`src/rtl/keypad_pkg.sv`:
```
// Shared types, sizes and image helpers for the 5x4 keypad scanner.
// Imported by keypad_frame_debounce and keypad_scan_ctrl.
package keypad_pkg;

    localparam int NUM_ROWS = 5;
    localparam int NUM_COLS = 4;
    localparam int NUM_KEYS = 20;
    localparam int CODE_W   = 5;

    typedef enum logic [1:0] {
        DRIVE,
        SAMPLE,
        FRAME_END
    } scan_state_t;

    // Number of pressed keys in an image.
    function automatic logic [CODE_W-1:0] key_count(
        input logic [NUM_KEYS-1:0] img
    );
        logic [CODE_W-1:0] n;
        n = '0;
        for (int i = 0; i < NUM_KEYS; i++) begin
            n = n + CODE_W'(img[i]);
        end
        return n;
    endfunction

    // Index of the lowest pressed key (row*4 + col); 0 when none.
    function automatic logic [CODE_W-1:0] key_encode(
        input logic [NUM_KEYS-1:0] img
    );
        logic [CODE_W-1:0] c;
        c = '0;
        for (int i = NUM_KEYS - 1; i >= 0; i--) begin
            if (img[i]) begin
                c = CODE_W'(i);
            end
        end
        return c;
    endfunction

endpackage

```
`src/rtl/keypad_frame_debounce.sv`:
```
// Frame-level debounce: counts identical consecutive frames and
// commits the image to key_map when the count reaches DEBOUNCE_SCANS.
module keypad_frame_debounce
    import keypad_pkg::*;
#(
    parameter int DEBOUNCE_SCANS = 4
) (
    input  logic                clk,
    input  logic                rst_n,
    input  logic                frame_end,
    input  logic [NUM_KEYS-1:0] frame_img,
    output logic                commit,
    output logic [NUM_KEYS-1:0] key_map
);

    localparam logic [3:0] DEB      = 4'(DEBOUNCE_SCANS);
    localparam logic [3:0] DEB_LAST = 4'(DEBOUNCE_SCANS - 1);

    logic [NUM_KEYS-1:0] prev_img;
    logic [3:0]          stable_cnt;
    logic                same;

    assign same = (frame_img == prev_img);

    // Commit only on the frame where the count reaches its target,
    // so a saturated stable image is never re-committed.
    assign commit = frame_end && same && (stable_cnt == DEB_LAST);

    // Stability counter, previous frame and committed image.
    always_ff @(posedge clk) begin
        if (!rst_n) begin
            prev_img   <= '0;
            stable_cnt <= '0;
            key_map    <= '0;
        end else if (frame_end) begin
            prev_img <= frame_img;
            if (!same) begin
                stable_cnt <= '0;
            end else if (stable_cnt != DEB) begin
                stable_cnt <= stable_cnt + 4'd1;
            end
            if (commit) begin
                key_map <= frame_img;
            end
        end
    end

endmodule

```
`src/rtl/keypad_scan_ctrl.sv`:
```
// 5x4 keypad row scanner with frame debounce and one event per press.
// Optional auto-repeat is enabled by defining KEYPAD_REPEAT_EN.
module keypad_scan_ctrl
    import keypad_pkg::*;
#(
    parameter int SETTLE_CYCLES  = 1000,
    parameter int DEBOUNCE_SCANS = 4,
    parameter int REPEAT_DELAY   = 50,
    parameter int REPEAT_RATE    = 10
) (
    input  logic                clk,
    input  logic                RSTN,
    input  logic [NUM_COLS-1:0] K_COL,
    output logic [NUM_ROWS-1:0] K_ROW,
    output logic [CODE_W-1:0]   key_code,
    output logic                key_valid,
    output logic                key_held,
    output logic                multi_key,
    output logic [NUM_KEYS-1:0] key_map
);

    localparam int CNT_W = $clog2(SETTLE_CYCLES);
    localparam logic [CNT_W-1:0] LAST = CNT_W'(SETTLE_CYCLES - 1);
    localparam logic [2:0] LAST_ROW = 3'(NUM_ROWS - 1);

    if (SETTLE_CYCLES < 3) begin : g_bad_settle
        $error("SETTLE_CYCLES must be at least 3");
    end
    if (DEBOUNCE_SCANS < 1 || DEBOUNCE_SCANS > 15) begin : g_bad_deb
        $error("DEBOUNCE_SCANS must be in 1..15");
    end
    if (REPEAT_DELAY < 1 || REPEAT_RATE < 1) begin : g_bad_rpt
        $error("REPEAT_DELAY and REPEAT_RATE must be positive");
    end

    scan_state_t         state;
    scan_state_t         state_n;
    logic                run_q;
    logic [CNT_W-1:0]    cnt;
    logic [2:0]          row;
    logic [4:0]          base;
    logic [NUM_KEYS-1:0] frame_img;
    logic [NUM_COLS-1:0] col_m;
    logic [NUM_COLS-1:0] col_s;
    logic [NUM_COLS-1:0] col_hit;
    logic                sample_en;
    logic                frame_end;
    logic                commit;
    logic                fresh;
    logic                rpt_fire;

    // Two-flop synchronizer on the asynchronous column inputs.
    always_ff @(posedge clk) begin
        if (!RSTN) begin
            col_m <= '1;
            col_s <= '1;
        end else begin
            col_m <= K_COL;
            col_s <= col_m;
        end
    end

    assign col_hit = ~col_s;
    assign base    = 5'(row * NUM_COLS);

    // FSM state register; run_q gives one idle cycle after reset.
    always_ff @(posedge clk) begin
        if (!RSTN) begin
            state <= DRIVE;
            run_q <= 1'b0;
        end else begin
            state <= state_n;
            run_q <= 1'b1;
        end
    end

    // Next-state logic: settle, sample each row, then close the frame.
    always_comb begin
        state_n = state;
        if (run_q) begin
            unique case (state)
                DRIVE: begin
                    if (cnt == LAST) begin
                        state_n = SAMPLE;
                    end
                end
                SAMPLE: begin
                    state_n = (row == LAST_ROW) ? FRAME_END : DRIVE;
                end
                FRAME_END: begin
                    state_n = DRIVE;
                end
                default: begin
                    state_n = DRIVE;
                end
            endcase
        end
    end

    // FSM outputs: row drive and per-state strobes.
    always_comb begin
        K_ROW     = '1;
        sample_en = 1'b0;
        frame_end = 1'b0;
        if (run_q) begin
            K_ROW     = ~(NUM_ROWS'(1) << row);
            sample_en = (state == SAMPLE);
            frame_end = (state == FRAME_END);
        end
    end

    // Settle counter, row index and the raw frame image.
    always_ff @(posedge clk) begin
        if (!RSTN) begin
            cnt       <= '0;
            row       <= '0;
            frame_img <= '0;
        end else begin
            if (run_q && state == DRIVE) begin
                cnt <= (cnt == LAST) ? '0 : cnt + CNT_W'(1);
            end
            if (sample_en) begin
                frame_img[base +: NUM_COLS] <= col_hit;
                if (row != LAST_ROW) begin
                    row <= row + 3'd1;
                end
            end
            if (frame_end) begin
                row <= '0;
            end
        end
    end

    keypad_frame_debounce #(
        .DEBOUNCE_SCANS (DEBOUNCE_SCANS)
    ) u_debounce (
        .clk       (clk),
        .rst_n     (RSTN),
        .frame_end (frame_end),
        .frame_img (frame_img),
        .commit    (commit),
        .key_map   (key_map)
    );

    assign key_held  = (key_count(key_map) == CODE_W'(1));
    assign multi_key = (key_count(key_map) >  CODE_W'(1));

    // A press counts only when coming from an all-released image.
    assign fresh = commit
                && (key_count(key_map) == '0)
                && (key_count(frame_img) == CODE_W'(1));

`ifdef KEYPAD_REPEAT_EN
    logic [15:0] rpt_cnt;
    logic [15:0] rpt_nxt;
    logic        rpt_first;

    assign rpt_nxt  = rpt_cnt + 16'd1;
    assign rpt_fire = frame_end && !commit && key_held
                   && (rpt_first ? (rpt_nxt == 16'(REPEAT_RATE))
                                 : (rpt_nxt == 16'(REPEAT_DELAY)));

    // Frame counter for auto-repeat; restarts on every commit.
    always_ff @(posedge clk) begin
        if (!RSTN) begin
            rpt_cnt   <= '0;
            rpt_first <= 1'b0;
        end else if (commit) begin
            rpt_cnt   <= '0;
            rpt_first <= 1'b0;
        end else if (frame_end && key_held) begin
            if (rpt_fire) begin
                rpt_cnt   <= '0;
                rpt_first <= 1'b1;
            end else begin
                rpt_cnt <= rpt_nxt;
            end
        end
    end
`else
    assign rpt_fire = 1'b0;
`endif

    // Event output: pulse and code update together.
    always_ff @(posedge clk) begin
        if (!RSTN) begin
            key_valid <= 1'b0;
            key_code  <= '0;
        end else begin
            key_valid <= fresh || rpt_fire;
            if (fresh) begin
                key_code <= key_encode(frame_img);
            end
        end
    end

endmodule

```
`config.mk`:
```
export PLATFORM = sky130hd
export DESIGN_NAME = keypad_scan_ctrl
export DESIGN_NICKNAME = d
export VERILOG_FILES = /design/src/rtl/keypad_pkg.sv /design/src/rtl/keypad_frame_debounce.sv /design/src/rtl/keypad_scan_ctrl.sv
export SDC_FILE = /design/constraint.sdc
export NUM_CORES = 1
export LEC_CHECK = 0
export CAP_MARGIN = 5
export CORE_MARGIN = 10
export CORE_UTILIZATION = 53
export CTS_CLUSTER_SIZE = 30
export DETAILED_ROUTE_END_ITERATION = 10
export PLACE_DENSITY_LB_ADDON = 0.15
export SLEW_MARGIN = 20
export SYNTH_ARGS = -nofsm -noshare
export SYNTH_HDL_FRONTEND = slang
export SYNTH_SLANG_ARGS = --single-unit
```
`constraint.sdc`:
```
create_clock -name clk -period 5.3 [get_ports clk]
set_input_delay 1.06 -clock clk [delete_from_list [all_inputs] [get_ports clk]]
set_output_delay 1.06 -clock clk [all_outputs]
set_load 0.01 [all_outputs]
```
======== Yosys cells after proc, flatten, opt, wreduce, memory -nomap -nowiden ========
Cells that the tools add are included.
cells by class
  $add $sub $neg .......................... 42
  multiply operators ...................... 0
  div/mod/pow operators ................... 0
  order comparisons ....................... 1
  equal/unequal tests ..................... 12
  shift operators ......................... 3
  multiplexer cells ....................... 31
  bitwise operators ....................... 3
  reduce and logical (&&, ||, !) cells .... 12
operators with widths
  operator                  number
  $add A5 B1 Y5             30
  $mux W5                   21
  $bwmux W20                1
  $eq A20 B20 Y1            1
  $shift A4 B7 Y20 const A  1
  $shiftx A4 B7 Y20         1
  $add A10 B1 Y10 const B   1
  $add A4 B1 Y5             2
  $eq A10 B10 Y1 const B    1
  $eq A5 B1 Y1 const B      2
  $mux W10                  1
  $add A3 B1 Y4             2
  $mux W4                   2
  $reduce_and A2 Y1         4
  $neg A5 Y7                1
  $add A2 B1 Y3             2
  $gt A5 B1 Y1 const B      1
  $logic_and A1 B1 Y1       5
  $logic_not A5 Y1          1
  $not A5 Y5                1
  $shl A1 B3 Y5 const A     1
  $add A1 B1 Y2             2
  $add A4 B1 Y4 const B     1
  $eq A4 B2 Y1 const B      1
  14 further kinds          18
word-level totals
  register bits ........................... 94
  latch bits .............................. 0
  RAM bits ................................ 0
  bits in read-only memories .............. 0
  input bits .............................. 6
  memories kept ........................... 0

======== Depth between registers and ports, before layout ========
Gate-level depths: netlist (run 1).
  depth after elaboration ................. 22
  depth in mapped cells ................... 18
  mapped depth without buffers ............ 16

======== Hierarchy ========
Synthesis (run 1) repeated with hierarchy kept, for this count alone.
second synthesis, totals
  cell total of the unflattened synthesis .. 569
  area, all modules ....................... 5,296.3 um^2
modules (own cells, without submodules)
  module                 instances  cells each  area an instance (um^2)
  keypad_scan_ctrl       1          355         3,213.1
  keypad_frame_debounce  1          214         2,083.2

======== Least setup slack after synthesis (run 1) ========
No wires, ideal clock.
  path type ............................... reg2out
  from .................................... reg u_debounce.key_map[0]
  to ...................................... out key_held
  arrival ................................. 4.489 ns
  path slack .............................. -0.249 ns
  cell stages (with the launch flop) ...... 14
  path buffers ............................ 0
  cell sequence ........................... dfxtp_1 -> fa_1 -> inv_1 -> fa_1 -> fa_1 -> fa_1 -> fa_1 -> inv_1 -> ha_1 -> inv_1 -> fa_1 -> or4b_4 -> or2_2 -> nor2_1
between the ends
  word-level cells in the longest chain between the ends .. 20
RTL lines
  what                          RTL line                     source
  start: declaration            keypad_frame_debounce.sv:13  output logic [NUM_KEYS-1:0] key_map
  start signal: assignment      keypad_frame_debounce.sv:43  key_map <= frame_img;
  $add A1 B1 Y2                 keypad_pkg.sv:23             n = n + CODE_W'(img[i]);
  $add A2 B1 Y3                 keypad_pkg.sv:23
  $add A3 B1 Y4                 keypad_pkg.sv:23
  $add A4 B1 Y5                 keypad_pkg.sv:23
  $add A5 B1 Y5 (15 in series)  keypad_pkg.sv:23
  $eq A5 B1 Y1                  keypad_scan_ctrl.sv:145      assign key_held = (key_count(key_map) == CODE_W'(1));
  end: declaration              keypad_scan_ctrl.sv:17       output logic key_held,
Every way passes these cells.

======== Final worst setup path (run 1) ========
  from .................................... reg u_debounce.key_map[5]
  to ...................................... out key_held
between the ends
  word-level cells in the longest chain between the ends .. 16
RTL lines
  what                          RTL line
  $add A5 B1 Y5 (15 in series)  keypad_pkg.sv:23
  $eq A5 B1 Y1                  keypad_scan_ctrl.sv:145
Every way passes these cells.

==> metrics, run 1 <==
Adder-Cell Fraction of Synth Area 16.3%; Worst Skew 0.0131 ns; antenna viol nets, final 0; compound-cell area share of the yosys netlist 12.2%; Hold Startpoint col_m[2]; vias in the first global route 4062; Yosys cell types 48; combinational cell fraction of total power 2.0%; Core Region 9730 um^2; first-pass GRT wire length 20000 um; CP Cell Sequence fa_1 -> inv_2 -> fa_1 -> fa_1 -> fa_1 -> fa_1 -> inv_1 -> ha_2 -> inv_2 -> fa_1 -> or4b_4 -> or2_4 -> nor2_4 -> buf_6; placed cell areas 5830 um^2; Placed Cells 763; Critical R2R Capture key_code[0]; Worst EP arrival 4.88 ns; post-route cell area 6130 um^2; hold worst-path end col_s[2]; Mapped Area 5270 um^2; Clock power frac 46.8%; Die Y 120 um; CTS Buf Count 9; Synth Area in Simple Gates 20.4%; share of cells above drive strength 1 11.1%; worst setup margin -0.644 ns; largest family of logic cells by synthesized area simple AND/OR/NAND/NOR gates; Max Fclk 0.168 GHz; maximum VDD drop 206 uV; most frequent cell after synthesis dfxtp_1; CP most frequent cell fa_1; Switching Share 19.1%; Routed wire per std cell 15.2 um; antenna cells 0; Iteration-0 DRC Markers 248; pwr dens 228 nW/um^2; CTS tree done; grt ovf 0; leading area contributor after synthesis dfxtp_1; status finished with violations; Worst Tran Pin Value 1.04 ns; RSZ-0062 raised after global routing true; ys flop type dfxtp_1; WS Path Type reg2out; IO Port Bufs 38; Non-Filler Instances 780; Gate Count Post-Synth 601; post-synth top area share 35.7%; Initial Utilization 54.2%; fin nets 700; syn_nets 659; Final setup viols 2; CP peak stage delay 0.55 ns; WP data required 4.24 ns; Die Wd 120 um; Pre-Repair DR Iteration Count 4; worst-path maximum fanout 2; DRC Markers 0; worst reg2reg path depth 16; P_sw 267 uW; startpoint types register; Flop pwr share 51.2%; syn avg cell area 8.77 um^2; XOR/XNOR Fraction of Synth Area 4.99%; Hold WC Path Type reg2reg; asr flop ratio synth 0%; synth-to-layout area growth 16.3%; share of the clock period used by the worst path 112%; initial antenna violation count 0; CP max-delay cell fa_1; Seq/Total Area, Yosys 35.7%; hold path depth 1; H-tree depth 3; most frequent cells after synthesis dfxtp_1, nand2_1, inv_1; Clock Path Buffers 2; Reg clk slew, reported paths 0.10 ns; Fin. Hold Viols 0; vias 4121; HPWL after DPL 8700 um; Avg Vias per Cell 5.28; Tot GR Track Use 17.0%; Post-synth EDFFs 0; mux cell area share after synthesis 1.71%; R2R Path Start u_debounce.key_map[5]; # IOs 39; Synth area leaders dfxtp_1, fa_1, ha_1; Yosys Warn Count 0; Final Critical Period 5.94 ns; Synth Register Bits 94; largest net degree at the start of global routing 45; Worst Setup End Kind primary output; final wirelength 11800 um; Rows 36; worst-skew pair later-pin latency 0.36 ns; Placer Congestion 0.828; violated checks setup timing; Pint 1.13 mW; reg2reg setup slack 0.17 ns; final max-slew violation count 0; Setup TNS -1.24 ns; Pleak 2.50 nW; Max Cap Viol 0; Sink Count 94; die area 14300 um^2; Max-slew headroom 30.9%; CTS Root Cell clkbuf_8
==> logic make-up (layout without fill, tap and decap cells) <==
family	Yosys count	count (layout)
simple gates	209	209
compound gates	109	109
buf+inv	98	144
flops	94	94
fa+ha+maj	52	52
xor+xnor	30	30
mux	9	9
==> worst max path at each step <==
| stage | slack [ns] | depth (start not counted) | start | endpoint |
|---|---|---|---|---|
| floorplan | -0.06 | 13 | u_debounce.key_map[0] | key_held |
| global route | -0.82 | 14 | u_debounce.key_map[5] | key_held |
| finish | -0.64 | 14 | u_debounce.key_map[5] | key_held |
| CTS | -0.70 | 14 | u_debounce.key_map[5] | key_held |
| detailed placement | -0.65 | 14 | u_debounce.key_map[0] | key_held |
| global placement | -0.59 | 14 | u_debounce.key_map[0] | key_held |
==> worst max-delay path: cells and delay by family, from the launching register on <==
| family | cells | cell delay, ns |
|---|---|---|
| adders and majority gates | 7 | 3.11 |
| buffers and inverters | 4 | 0.27 |
| and+or+nand+nor | 3 | 0.80 |
| DFF | 1 | 0.34 |
==> layout make-up <==
cell class / count / area, um^2
Clock buffer: 10 / 128
Clock inverter: 6 / 158
Fill cell: 891 / 3600
Inverter: 57 / 214
Multi-Input combinational cell: 409 / 2960
Sequential cell: 94 / 1880
Tap cell: 133 / 166
Timing Repair Buffer: 71 / 624
==> metrics by stage <==
step                      setup WS [ns]  total power, mW  utilization (%)  hold WS, ns
after detailed placement         -0.650            0.760             59.9        0.395
after global placement           -0.588            0.759             59.9        0.393
final                            -0.644             1.40             63.0        0.406
after CTS                        -0.705             1.41             62.8        0.413
after floorplan                 -0.0603            0.749                -        0.386
after global routing             -0.818             1.44             63.0        0.433
==> power by group through the flow <==
stage	sequential, mW	clock (mW)	combinational (mW)
finish	0.715	0.653	0.0279
global route	0.716	0.696	0.0311
CTS	0.715	0.669	0.0282
detailed placement	0.732	0	0.0281
global placement	0.732	0	0.0273
floorplan	0.729	0	0.0197
==> cell usage in the layout, fill, tap and decap left out, drive strengths merged, types with 2 or more instances in the layout <==
cell type and instances:
nand3 28, buf 35, nand2 59, a21oi 55, clkbuf 10, mux2i 9
xnor2 4, a31oi 4, bufinv 5, nor3 9, ha 24, clkdlybuf4s50 36
o31ai 3, and3 6, and2 2, nor4 10, a211oi 13, fa 28
inv 57, nor2 55, dfxtp 94, nand2b 12, o21ai 25, nor2b 6
and3b 3, nor4b 4, xor2 26, nand4 11
==> per-layer routing <==
layer  wire length [um]  share of wire, %  global-route usage (%)  up-vias
li1                   -                 -                       -     2077
met1               5100                43                    21.1     1934
met2               5690                48                    28.4       94
met3                809               6.8                    3.47       16
met4                235               2.0                    6.86        0
met5                  0                 0                       0        -
==> registers in the layout, summed over array words and instances (netlist names) <==
signal / cells
cnt: 10
col_s: 4
key_valid: 1
run_q: 1
u_debounce.key_map: 20
state: 2
row: 3
u_debounce.prev_img: 20
u_debounce.stable_cnt: 4
key_code: 5
col_m: 4
frame_img: 20
==> timing repair <==
action                                 CTS  global route
pin swaps                                4             0
setup endpoints to repair                2             7
endpoints found under the hold margin    0             0
gates resized for setup                 10             6
hold buffers                             0             0
buffers inserted                         0             1
Note: power is estimated with default switching activity, not from simulation.
==> run 2, diff against run 1 <==
SETUP_SLACK_MARGIN = 0.2   (was unset)
==> run 2 against run 1 <==
Total power about the same. Hold slack improved by 0.0090 ns. Utilization about the same. Sequential share of layout area hardly changed. Clock power about the same. Via count rose by 0.15%. Register-to-register slack lost 0.05 ns. Final cell count unchanged. Clock skew is 0.0022 ns higher. The run still ends with setup timing left. Die area did not move. Sequential power about the same.
==> metrics, run 2 (synthesis results as in run 1) <==
hold path depth 1; antenna cells 0; Pre-Repair DR Iteration Count 4; Final Critical Period 5.89 ns; Post-CTS Hold Buffers 0; biggest regs frame_img x20, u_debounce.key_map x20, u_debounce.prev_img x20; Final setup viols 2; Reg clk slew, reported paths 0.10 ns; pwr dens 228 nW/um^2; Die Y 120 um; Initial Utilization 54.2%; Clock Path Buffers 2; Critical R2R Capture key_code[0]; final max-slew violation count 0; Max-slew headroom 30.4%; fillers 861; worst-path maximum fanout 2; # IOs 39; IO Port Bufs 38; reg2reg setup slack 0.12 ns; die area 14300 um^2; Die Wd 120 um; status finished with violations; Hold WC Path Type reg2reg; antenna viol nets, final 0; worst setup margin -0.587 ns; Worst Skew 0.0153 ns; initial antenna violation count 0; WS Path Type reg2out; pre-CTS WS -0.656 ns; synth-to-layout area growth 16.4%; Worst Tran Pin Value 1.04 ns; CTS tree done; Avg Vias per Cell 5.29; Worst Setup End Kind primary output; fin nets 700; Core Region 9730 um^2; vias 4127; Routed wire per std cell 15.1 um; Fin. Hold Viols 0; startpoint types register; CTS Buf Count 9; Pleak 2.50 nW; Max Fclk 0.170 GHz; worst-skew pair later-pin latency 0.35 ns; hold worst-path end col_s[3]; share of the clock period used by the worst path 111%; Iteration-0 DRC Markers 263; first-pass GRT wire length 20100 um; CTS Root Cell clkbuf_8; R2R Path Start u_debounce.key_map[0]; commonest non-fill, non-tap cell in the layout dfxtp_1; H-tree depth 3; WP data required 4.24 ns; Tot GR Track Use 17.0%; HPWL after DPL 8670 um; grt ovf 0; DRC Markers 0; Max Cap Viol 0; Non-Filler Instances 780; RSZ-0062 raised after global routing true; vias in the first global route 4093; violated checks setup timing; Rows 36; share of cells above drive strength 1 11.1%; most frequent cells in the layout dfxtp_1, nand2_1, a21oi_1; final wirelength 11800 um; largest net degree at the start of global routing 45; Sink Count 94; maximum VDD drop 175 uV; Hold Startpoint col_m[3]; Placer Congestion 0.828; Worst EP arrival 4.83 ns; worst reg2reg path depth 17; Placed Cells 763
[run 2: stage by stage]
stage	area [um^2]	TNS (ns)	hold slack, ns	power [mW]	utilization (%)
2_1_floorplan	5280	-0.0603	0.386	0.749	-
3_3_place_gp	5830	-1.06	0.393	0.759	59.9
4_1_cts	6110	-1.45	0.416	1.41	62.8
6_report	6130	-1.13	0.415	1.40	63.0
5_1_grt	6130	-1.54	0.435	1.44	63.0
3_5_place_dp	5830	-1.17	0.395	0.760	59.9
[run 2: cell type report]
type / count / area [um^2] / share of cell area, %
Multi-Input combinational cell: 409 / 2960 / 48.2
Inverter: 57 / 214 / 3.49
Tap cell: 133 / 166 / 2.71
Timing Repair Buffer: 71 / 628 / 10.2
Clock buffer: 10 / 128 / 2.08
Clock inverter: 6 / 158 / 2.57
Sequential cell: 94 / 1880 / 30.7
[run 2: worst max path at each step]
stage	from	end	slack, ns	depth (start not counted)
floorplan	u_debounce.key_map[0]	key_held	-0.06	13
global placement	u_debounce.key_map[0]	key_held	-0.59	14
detailed placement	u_debounce.key_map[0]	key_held	-0.66	14
CTS	u_debounce.key_map[5]	key_held	-0.75	14
global route	u_debounce.key_map[0]	key_held	-0.76	14
finish	u_debounce.key_map[0]	key_held	-0.59	14
[run 2: report_power, final]
| part | internal, mW | switching [mW] |
|---|---|---|
| clock network | 0.409 | 0.245 |
| logic | 0.0106 | 0.0170 |
| registers | 0.710 | 0.00475 |
| total | 1.13 | 0.267 |
[run 2: worst max-delay path, stage by stage, from the launching register on]
cell,delay [ns]
dfxtp_2,0.34
fa_1,0.54
inv_2,0.04
fa_1,0.52
fa_1,0.43
fa_1,0.51
fa_1,0.42
inv_1,0.07
ha_2,0.18
inv_2,0.04
fa_1,0.47
or4b_4,0.46
or2_4,0.26
nor2_4,0.09
buf_6,0.10
[run 2: repair_timing]
item | CTS | global route
gates resized for setup | 12 | 6
pin swaps | 5 | 5
hold endpoints to repair | 0 | 0
buffers inserted | 0 | 1
endpoints found under the setup margin | 6 | 8
gates cloned | 0 | 0
[run 2: metal layers]
metal | vias to the layer above | GRT usage [%] | share of wire [%]
li1 | 2072 | - | -
met4 | 0 | 6.11 | 1.8
met2 | 109 | 28.5 | 48
met5 | - | 0 | 0
met3 | 17 | 3.84 | 6.2
met1 | 1929 | 21.1 | 44
==> run 3, diff against run 2 <==
clock period = 5.1 ns   (was 5.3 ns; I/O delays follow)
==> run 3 against run 2 <==
The run still ends with setup timing left. Final cell count grew 0.64%. Register-to-register slack lost 0.03 ns. Final area down 0.78%. Via count rose by 0.82%. Total power decreased by 10%. Die area unchanged. Sequential share of layout area is 0.30 points higher. Global-route usage increased by 0.46 points.
==> metrics, run 3 (synthesis results as in run 1) <==
Worst Setup End Kind primary output; final max-slew violation count 0; share of cells above drive strength 1 12.4%; Hold WC Path Type reg2reg; final wirelength 12000 um; Die Wd 120 um; reg2reg setup slack 0.09 ns; maximum VDD drop 167 uV; Sink Count 94; fillers 896; Pleak 2.48 nW; CTS Buf Count 9; Rows 36; Avg Vias per Cell 5.30; RSZ-0062 raised after global routing true; initial antenna violation count 0; Worst Tran Pin Value 0.834 ns; H-tree depth 3; Pre-Repair DR Iteration Count 4; startpoint types register; synth-to-layout area growth 15.5%; status finished with violations; share of the clock period used by the worst path 115%; Initial Utilization 54.2%; CTS tree done; die area 14300 um^2; Clock Path Buffers 2; Worst EP arrival 4.82 ns; Max Cap Viol 0; Core Region 9730 um^2; Worst Skew 0.00798 ns; CTS Root Cell clkbuf_8; largest net degree at the start of global routing 38; most frequent cells in the layout dfxtp_1, nand2_1, inv_1, a21oi_1, nor2_1; biggest regs frame_img x20, u_debounce.key_map x20, u_debounce.prev_img x20; first-pass GRT wire length 20900 um; # IOs 39; HPWL after DPL 8930 um; worst-path maximum fanout 2; Reg clk slew, reported paths 0.10 ns; Final setup viols 2; Die Y 120 um; Final Critical Period 5.84 ns; WP data required 4.08 ns; worst-skew pair later-pin latency 0.36 ns; vias 4161; Final Util 62.6%; Fin. Hold Viols 0; grt ovf 0; IO Port Bufs 38; vias in the first global route 4252; antenna viol nets, final 0; Max-slew headroom 44.4%; pwr dens 206 nW/um^2; total power 1.25 mW; Max Fclk 0.171 GHz; WS Path Type reg2out; antenna cells 0; DRC Markers 0; violated checks setup timing; Routed wire per std cell 15.3 um; Placer Congestion 0.828; fin nets 705; worst setup margin -0.742 ns; Post-CTS Hold Buffers 0; commonest non-fill, non-tap cell in the layout dfxtp_1; Iteration-0 DRC Markers 331; Tot GR Track Use 17.5%
[run 3: final cells by class]
cell class | instances | area (um^2) | area share [%]
repair buffers | 76 | 668 | 11.0
inverters | 57 | 214 | 3.52
multi-input cells | 409 | 2960 | 48.6
flip-flops and latches | 94 | 1890 | 31.0
well taps | 133 | 166 | 2.73
clock inverters | 6 | 53.8 | 0.884
clock buffers | 10 | 138 | 2.26
[run 3: worst paths after layout]
kind / endpoint / cells past startpoint / startpoint
setup / recovery: key_held / 14 / u_debounce.key_map[9]
hold / removal: col_s[1] / 1 / col_m[1]
setup reg to reg: key_code[0] / 16 / u_debounce.key_map[9]
hold reg to reg: col_s[1] / 1 / col_m[1]
[run 3: per-stage QoR]
stage / hold WS (ns) / cells / setup TNS [ns] / instance area (um^2) / worst slack (ns)
2_1_floorplan: 0.386 / 601 / -0.335 / 5290 / -0.219
3_3_place_gp: 0.395 / 768 / -1.37 / 5870 / -0.743
3_5_place_dp: 0.397 / 768 / -1.50 / 5870 / -0.810
4_1_cts: 0.422 / 785 / -1.62 / 6080 / -0.826
5_1_grt: 0.430 / 785 / -2.01 / 6090 / -0.902
6_report: 0.416 / 785 / -1.43 / 6090 / -0.742
[run 3: routing by layer]
layer | routed length (um) | GRT usage [%] | part of all wire [%] | vias up
met5 | 0 | 0 | 0 | -
met4 | 144 | 5.28 | 1.2 | 0
met3 | 767 | 3.70 | 6.4 | 11
met2 | 5800 | 28.8 | 48 | 104
met1 | 5330 | 22.5 | 44 | 1952
li1 | - | - | - | 2094
[run 3: what timing repair did]
item,in CTS,in global routing
pin swaps,7,6
setup buffers,1,0
setup endpoints to repair,8,8
gates resized for setup,15,5
[run 3: where the power goes]
part           leakage [nW]  switching [mW]  internal [mW]
clock                0.0954           0.281          0.199
combinational          1.62          0.0175         0.0109
sequential            0.762         0.00492          0.738
total                  2.48           0.303          0.949
[run 3: worst max-delay path, stage by stage (launching register included)]
cell and delay, ns:
dfxtp_2 0.34, fa_1 0.52, inv_1 0.05, fa_1 0.52, fa_1 0.44, fa_1 0.51, fa_1 0.41, inv_1 0.07
ha_2 0.18, inv_2 0.04, fa_1 0.47, or4b_4 0.46, or2_4 0.26, nor2_4 0.08, buf_6 0.10
